`src/rtl/voice_scheduler.sv`:
```
// voice_scheduler
//   Shares one DDS phase datapath among NV = 1<<SW voices. The block keeps
//   one phase-increment register per voice. On each sample tick it issues
//   one slot per voice, in fixed order 0..NV-1, as a valid/ready stream to
//   the shared accumulator.
//
//   Optional feature: define VSCHED_OVERRUN_EN to add a sticky overrun flag.
//   The flag sets when sample_tick arrives while a frame is still running.
//   Without the macro, overrun is tied to 0.
//
// Ports
//   clk         in   1    system clock, rising edge
//   rst         in   1    asynchronous active-high reset
//   wr_en       in   1    increment register write strobe
//   wr_sel      in   SW   voice index to write
//   wr_data     in   M    increment value
//   en_mask     in   NV   voice enables, bit i = voice i
//   sample_tick in   1    one-cycle frame start pulse
//   dp_ready    in   1    datapath accepts the current slot
//   out_valid   out  1    slot valid (0 = bubble for a disabled voice)
//   out_sel     out  SW   voice index of the slot
//   out_incr    out  M    increment of the slot
//   frame_done  out  1    one-cycle pulse after the last slot is consumed
//   overrun     out  1    sticky tick-while-busy flag

module voice_scheduler #(
    parameter int M  = 12,
    parameter int SW = 2
) (
    input  logic                 clk,
    input  logic                 rst,
    input  logic                 wr_en,
    input  logic [SW-1:0]        wr_sel,
    input  logic [M-1:0]         wr_data,
    input  logic [(1<<SW)-1:0]   en_mask,
    input  logic                 sample_tick,
    input  logic                 dp_ready,
    output logic                 out_valid,
    output logic [SW-1:0]        out_sel,
    output logic [M-1:0]         out_incr,
    output logic                 frame_done,
    output logic                 overrun
);

    localparam int            NV   = 1 << SW;
    localparam logic [SW-1:0] LAST = SW'(NV - 1);

    typedef enum logic [1:0] {IDLE, SCAN, DONE} state_t;

    state_t          state_q;
    logic [SW-1:0]   idx_q;
    logic [NV-1:0]   snap_q;
    logic [M-1:0]    incr_q [NV];
    logic            out_valid_q;
    logic [SW-1:0]   out_sel_q;
    logic [M-1:0]    out_incr_q;
    logic            frame_done_q;

    // A valid slot that the datapath refuses freezes the sequencer.
    // Bubbles carry out_valid=0, so they can never stall.
    logic stall;
    assign stall = out_valid_q && !dp_ready;

    always_ff @(posedge clk or posedge rst) begin
        if (rst) begin
            for (int i = 0; i < NV; i++) begin
                incr_q[i] <= '0;
            end
            state_q      <= IDLE;
            idx_q        <= '0;
            snap_q       <= '0;
            out_valid_q  <= 1'b0;
            out_sel_q    <= '0;
            out_incr_q   <= '0;
            frame_done_q <= 1'b0;
        end else begin
            // The register file takes writes in every state. A slot issued on
            // the same edge reads the pre-edge value.
            if (wr_en) begin
                incr_q[wr_sel] <= wr_data;
            end

            frame_done_q <= 1'b0;

            case (state_q)
                IDLE: begin
                    if (sample_tick) begin
                        // Snapshot the enables. Mask changes mid-frame wait
                        // for the next tick.
                        snap_q  <= en_mask;
                        idx_q   <= '0;
                        state_q <= SCAN;
                    end
                end
                SCAN: begin
                    if (!stall) begin
                        out_valid_q <= snap_q[idx_q];
                        out_sel_q   <= idx_q;
                        out_incr_q  <= incr_q[idx_q];
                        idx_q       <= idx_q + 1'b1;
                        if (idx_q == LAST) begin
                            state_q <= DONE;
                        end
                    end
                end
                DONE: begin
                    // The last slot is on the outputs. Signal completion
                    // only once that slot has been consumed.
                    if (!stall) begin
                        out_valid_q  <= 1'b0;
                        frame_done_q <= 1'b1;
                        state_q      <= IDLE;
                    end
                end
                default: begin
                    state_q <= IDLE;
                end
            endcase
        end
    end

    assign out_valid  = out_valid_q;
    assign out_sel    = out_sel_q;
    assign out_incr   = out_incr_q;
    assign frame_done = frame_done_q;

`ifdef VSCHED_OVERRUN_EN
    logic overrun_q;

    always_ff @(posedge clk or posedge rst) begin
        if (rst) begin
            overrun_q <= 1'b0;
        end else if (sample_tick && (state_q != IDLE)) begin
            overrun_q <= 1'b1;
        end
    end

    assign overrun = overrun_q;
`else
    assign overrun = 1'b0;
`endif

endmodule

```
`config.mk`:
```
export PLATFORM = sky130hd
export DESIGN_NAME = voice_scheduler
export DESIGN_NICKNAME = d
export VERILOG_FILES = /design/src/rtl/voice_scheduler.sv
export SDC_FILE = /design/constraint.sdc
export NUM_CORES = 1
export LEC_CHECK = 0
export ABC_CLOCK_PERIOD_IN_PS = 1900
export BUFFER_PORTS_ARGS = -buffer_cell sky130_fd_sc_hd__buf_2
export CORE_MARGIN = 5
export CORE_UTILIZATION = 45
export DETAILED_ROUTE_END_ITERATION = 12
export GPL_TIMING_DRIVEN = 0
export MAX_ROUTING_LAYER = met4
export PLACE_DENSITY = 0.79
export SYNTH_ARGS = -nofsm -noshare
export SYNTH_HDL_FRONTEND = slang
export SYNTH_SLANG_ARGS = --single-unit
```
`constraint.sdc`:
```
create_clock -name clk -period 1.9 [get_ports clk]
set_input_delay 0.095 -clock clk [delete_from_list [all_inputs] [get_ports clk]]
set_output_delay 0.095 -clock clk [all_outputs]
set_load 0.005 [all_outputs]
```
### Word-level counts from Yosys, hierarchy flattened

Cells that the tools add are included.

* output and inout port bits: 17
* bits in registers: 72

* bitwise gates (word level): 3
* $add $sub $neg: 1
* reduce and logical (&&, ||, !) cells: 11
* $lt $le $gt $ge: 4
* equal/unequal tests: 7
* multiplexer cells: 21

Operator list (count)
* $bwmux W48: 1
* $mux W12: 3
* $bmux W12 S2: 1
* $demux W12 S2: 1
* $mux W2: 6
* $ne A2 B2 Y1 const B: 4
* $ge A3 B3 Y1 const B: 2
* $not A2 Y3: 2
* $pmux W2 S3: 1
* $reduce_and A3 Y1: 2
* $mux W1: 5
* $eq A2 B2 Y1 const B: 2
* $pmux W2 S2: 1
* $reduce_and A2 Y1: 2
* $reduce_and A4 Y1: 1
* $reduce_bool A2 Y1: 2
* $lt A2 B3 Y1 const B: 1
* $lt A3 B1 Y1 const B: 1
* $add A2 B1 Y2 const B: 1
* $bmux W1 S2: 1
* $eq A2 B1 Y1 const B: 1
* $logic_and A1 B1 Y1: 2
* $logic_not A2 Y1: 1
* $pmux W1 S2: 1
* 2 further kinds: 2

### Depth between registers and ports, before layout

* word-level depth: 6
* mapped depth: 5

### Least setup slack after synthesis

No wires, ideal clock.

* path type: flip-flop to flip-flop
* from: register idx_q[0]
* to: register out_incr_q[0], in the netlist out_incr[0]
* clock period less this slack: 1.469 ns
* data required time: 1.775 ns
* path buffers: 2
* setup slack: 0.431 ns
* arrival time: 1.344 ns
* cell stages (with the launch flop): 5
* setup time: 0.125 ns
* path through: dfrtp_1 > buf_6 > buf_12 > mux4_2 > mux2_4

* longest elaborated chain between the ends: 4

RTL lines
* start, declared: RTL line 51 `logic [SW-1:0] idx_q;`
* start signal, assigned: RTL line 100 `idx_q <= idx_q + 1'b1;`
* $not A2 Y3 (implied by the code): RTL line 99 `out_incr_q <= incr_q[idx_q];`
* $bmux W12 S2: RTL line 99
* $mux W12 (implied by the code) (2 in series): RTL line 99
* end signal, assigned: RTL line 99
* end, declared: RTL line 56 `logic [M-1:0] out_incr_q;`

No other way between the ends. The select of a mux whose other input is x is not followed.
A chain may end at the register's enable or synchronous reset.

### Worst setup path after layout

* from: register idx_q[1]
* to: register out_incr_q[1], in the netlist out_incr[1]

Same word-level chain as after synthesis.

==> metrics.txt <==
# TYPE chip_impl_metric gauge
chip_impl_metric{name="critical_path_required",unit="ns"} 2.12
chip_impl_metric{name="cts.path.max_buffers",unit=""} 2
chip_impl_metric{name="synth_cells",unit=""} 189
chip_impl_metric{name="fin_nets",unit=""} 268
chip_impl_metric{name="grt_max_degree",unit=""} 41
chip_impl_metric{name="final.setup_skew",unit="ns"} 0.00905
chip_impl_info{name="post-synth-top-count-cell",value="dfrtp_1"} 1
chip_impl_metric{name="synth.lib_cells_used.distinct",unit=""} 29
chip_impl_metric{name="ir_worst_vdd",unit="mV"} 0.504
chip_impl_metric{name="regArea",unit="um2"} 1800
chip_impl_metric{name="worst_skew_pair.late_latency",unit="ns"} 0.34
chip_impl_metric{name="timing.hold.worst_path_depth",unit=""} 2
chip_impl_metric{name="dieHeight",unit="um"} 93.6
chip_impl_metric{name="total_number_of_vias",unit=""} 1728
chip_impl_info{name="root_buffer",value="clkbuf_8"} 1
chip_impl_metric{name="worst-slew-pin-transition",unit="ns"} 0.724
chip_impl_metric{name="gp_routability_congestion",unit=""} 0.754
chip_impl_metric{name="total_nets_after_synthesis",unit=""} 213
chip_impl_metric{name="final-setup-viol-count",unit=""} 0
chip_impl_metric{name="post_cts_resize_count",unit=""} 0
chip_impl_info{name="tritoncts",value="done"} 1
chip_impl_info{name="worst_hold_startpoint",value="wr_data[5]"} 1
chip_impl_metric{name="finalCritPeriodShare",unit=""} 0.910
chip_impl_metric{name="timing.reg2reg.setup_slack",unit="ns"} 0.17
chip_impl_metric{name="first_global_vias",unit=""} 1918
chip_impl_metric{name="slew_viol_final",unit=""} 0
chip_impl_metric{name="aggregate_negative_setup_slack",unit="ns"} 0
chip_impl_metric{name="synthesis.area_per_instance",unit="um2"} 16.6
chip_impl_info{name="outcome",value="finished, final reports clean"} 1
chip_impl_metric{name="clk_pin_slew_worst_paths",unit="ns"} 0.08
chip_impl_metric{name="yosys_warnings",unit=""} 0
chip_impl_info{name="worst_setup_path_end_kind",value="register"} 1
chip_impl_metric{name="seq_area_frac_synth",unit=""} 0.573
chip_impl_metric{name="post-route-cell-area",unit="um2"} 3720
chip_impl_metric{name="cts-htree-levels",unit=""} 3
chip_impl_metric{name="numCtsBuffers",unit=""} 9
chip_impl_metric{name="initialDrtViolationCount",unit=""} 55
chip_impl_metric{name="cellPowerDensity",unit="nW/um2"} 1410
chip_impl_metric{name="placement_stage_worst_setup_slack",unit="ns"} 0.135
chip_impl_metric{name="viasPerCell",unit=""} 5.01
chip_impl_metric{name="synth_top_cell_area_share",unit=""} 0.573
chip_impl_metric{name="synth_enable_flop_cells",unit=""} 0
chip_impl_metric{name="syn_area",unit="um2"} 3140
chip_impl_metric{name="start_util",unit=""} 0.463
chip_impl_info{name="hold_path_end",value="incr_q[17]"} 1
chip_impl_metric{name="post_route_minimum_period",unit="ns"} 1.73
chip_impl_metric{name="maxClockFrequency",unit="GHz"} 0.579
chip_impl_metric{name="clock_sinks",unit=""} 72
chip_impl_metric{name="grt_overflow_total",unit=""} 0
chip_impl_metric{name="share_of_final_layout_standard_cells_stronger_than_drive_strength_1",unit=""} 0.562
chip_impl_metric{name="portBuffers",unit=""} 38
chip_impl_metric{name="wire_length_of_the_first_global_routing_pass",unit="mm"} 9.46
chip_impl_metric{name="dpl.cell_count",unit=""} 324
chip_impl_metric{name="final_wirelength",unit="mm"} 5.68
chip_impl_metric{name="timing.reg2reg.worst_path_depth",unit=""} 4
chip_impl_metric{name="placed_cell_area",unit="um2"} 3480
chip_impl_metric{name="post-route-drc-count",unit=""} 0
chip_impl_info{name="worst_r2r_endpoint",value="out_incr[1]"} 1
chip_impl_metric{name="critical_path.max_fanout",unit=""} 10
chip_impl_metric{name="placement_rows",unit=""} 30
chip_impl_metric{name="placeableCoreArea",unit="um2"} 6790
chip_impl_metric{name="route.antenna.remaining_nets",unit=""} 0
chip_impl_metric{name="timing.final.ws_setup",unit="ns"} 0.172
chip_impl_info{name="synth_top_cells_by_area",value="dfrtp_1, mux2_2, mux4_1"} 1
chip_impl_info{name="synth.top_cells.by_count",value="dfrtp_1, mux2_2, mux2_4, mux4_2, mux4_1"} 1
chip_impl_metric{name="critical_path_arrival",unit="ns"} 1.95
chip_impl_metric{name="syn2layout_area_growth",unit="%"} 18.5
chip_impl_info{name="post-synth-top-area-cell",value="dfrtp_1"} 1
chip_impl_metric{name="finalHoldViolCount",unit=""} 0
chip_impl_metric{name="power_leakage",unit="uW"} 0.00167
chip_impl_metric{name="max_cap_viol_count",unit=""} 0
chip_impl_metric{name="grt_util_all_layers",unit=""} 0.147
chip_impl_metric{name="ys_seq_elements",unit=""} 72
chip_impl_metric{name="async_flop_share",unit=""} 1.00
chip_impl_metric{name="worst_slew_margin_rel",unit=""} 0.516
chip_impl_metric{name="dr.pass1.iters",unit=""} 4
chip_impl_metric{name="timing.hold.ws",unit="ns"} 0.0252
chip_impl_metric{name="num-fill-cells",unit=""} 547
chip_impl_metric{name="number_of_ports_placed_on_the_die_boundary",unit=""} 40
chip_impl_info{name="grt_setup_unrepaired",value="false"} 1
chip_impl_info{name="worstSetupPathType",value="register to register"} 1
chip_impl_info{name="reg2reg_from",value="idx_q[1]"} 1
chip_impl_info{name="yosys_most_used_dff",value="dfrtp_1"} 1
chip_impl_metric{name="fp.dieArea",unit="um2"} 8760
chip_impl_info{name="critPathLaunchType",value="register"} 1
chip_impl_metric{name="n_antenna_cell",unit=""} 0
chip_impl_metric{name="antenna_found_initial",unit=""} 0
chip_impl_info{name="min-delay-path-class",value="input pin to register"} 1
chip_impl_metric{name="die_w",unit="um"} 93.6
chip_impl_metric{name="finalNonFillerCells",unit=""} 345
chip_impl_metric{name="route.detailed.wl_per_inst",unit="um"} 16.5
chip_impl_metric{name="multiInputGateArea",unit="um2"} 1250
chip_impl_metric{name="place.detailed.hpwl",unit="mm"} 3.94
logic make-up after synthesis:
| kind of cell | synth area share |
|---|---|
| and+or+nand+nor | 0.0283 |
| DFF | 0.573 |
| buffers and inverters | 0.0287 |
| adders and majority gates | 0.00398 |
| muxes | 0.345 |
| AOI/OAI and AO/OA | 0.0195 |
| other | 0.00119 |
per-stage QoR:
step | util | total power, uW
after global placement | 0.509 | 4050
final | 0.548 | 5260
after detailed placement | 0.512 | 4130
after CTS | 0.548 | 5330
after global routing | 0.548 | 5590
after floorplan | - | 3620
area by class of cell:
class                      instances  share of cell area
inverter                           3             0.00403
clock buffer                      10              0.0370
buffer                            10              0.0212
timing repair buffer              44              0.0699
sequential                        72               0.484
tap                               96              0.0323
clock inverter                     6              0.0158
multi-input combinational        104               0.336
cells in the final DEF, fill, tap and decap left out, types with 2 or more instances in the layout:
cell type      instances
clkbuf_8              10
mux4_2                 7
o21ai_0                2
mux2_2                59
nand3b_1               2
dfrtp_1               72
mux4_1                 6
dlygate4sd3_1          5
mux2_4                 7
buf_2                 43
buf_6                  2
nand2b_1               4
buf_12                 2
nor2_1                 4
clkinv_2               4
where the power goes:
group	switching [uW]	internal, uW
Combinational	700	1140
Clock	549	635
Sequential	245	1990
Total	1490	3760
metal layers:
layer,share of wire,routed length (um),vias to the layer above,global-route usage
li1,-,-,811,-
met1,0.45,2530,869,0.178
met2,0.49,2790,34,0.232
met3,0.042,236,14,0.0410
met4,0.022,124,0,0.0662
met5,0,0,-,-
worst max-delay path by stage:
stage / startpoint / to / slack, ns
after floorplan: idx_q[0] / out_incr[0] / 0.43
after global placement: idx_q[1] / out_incr[3] / 0.16
after detailed placement: idx_q[1] / out_incr[5] / 0.14
after CTS: idx_q[1] / out_incr[1] / 0.13
after global routing: idx_q[1] / out_incr[1] / 0.05
final: idx_q[1] / out_incr[1] / 0.17
flip-flops by register name, summed over array words and instances (netlist names):
| signal | cells |
|---|---|
| out_incr | 12 |
| snap_q | 4 |
| out_sel | 2 |
| frame_done | 1 |
| idx_q | 2 |
| state_q | 2 |
| incr_q | 48 |
| out_valid | 1 |
worst max-delay path: stages, from the launching register on:
cell and delay [ns]:
dfrtp_1 0.35, clkbuf_1 0.33, buf_2 0.33, mux4_2 0.33
mux2_4 0.27
timing repair:
action                    CTS  global route
hold buffers                5             0
setup buffers               0             0
hold endpoints to repair   36             0
No activity file was read; power rests on OpenSTA's default activity.
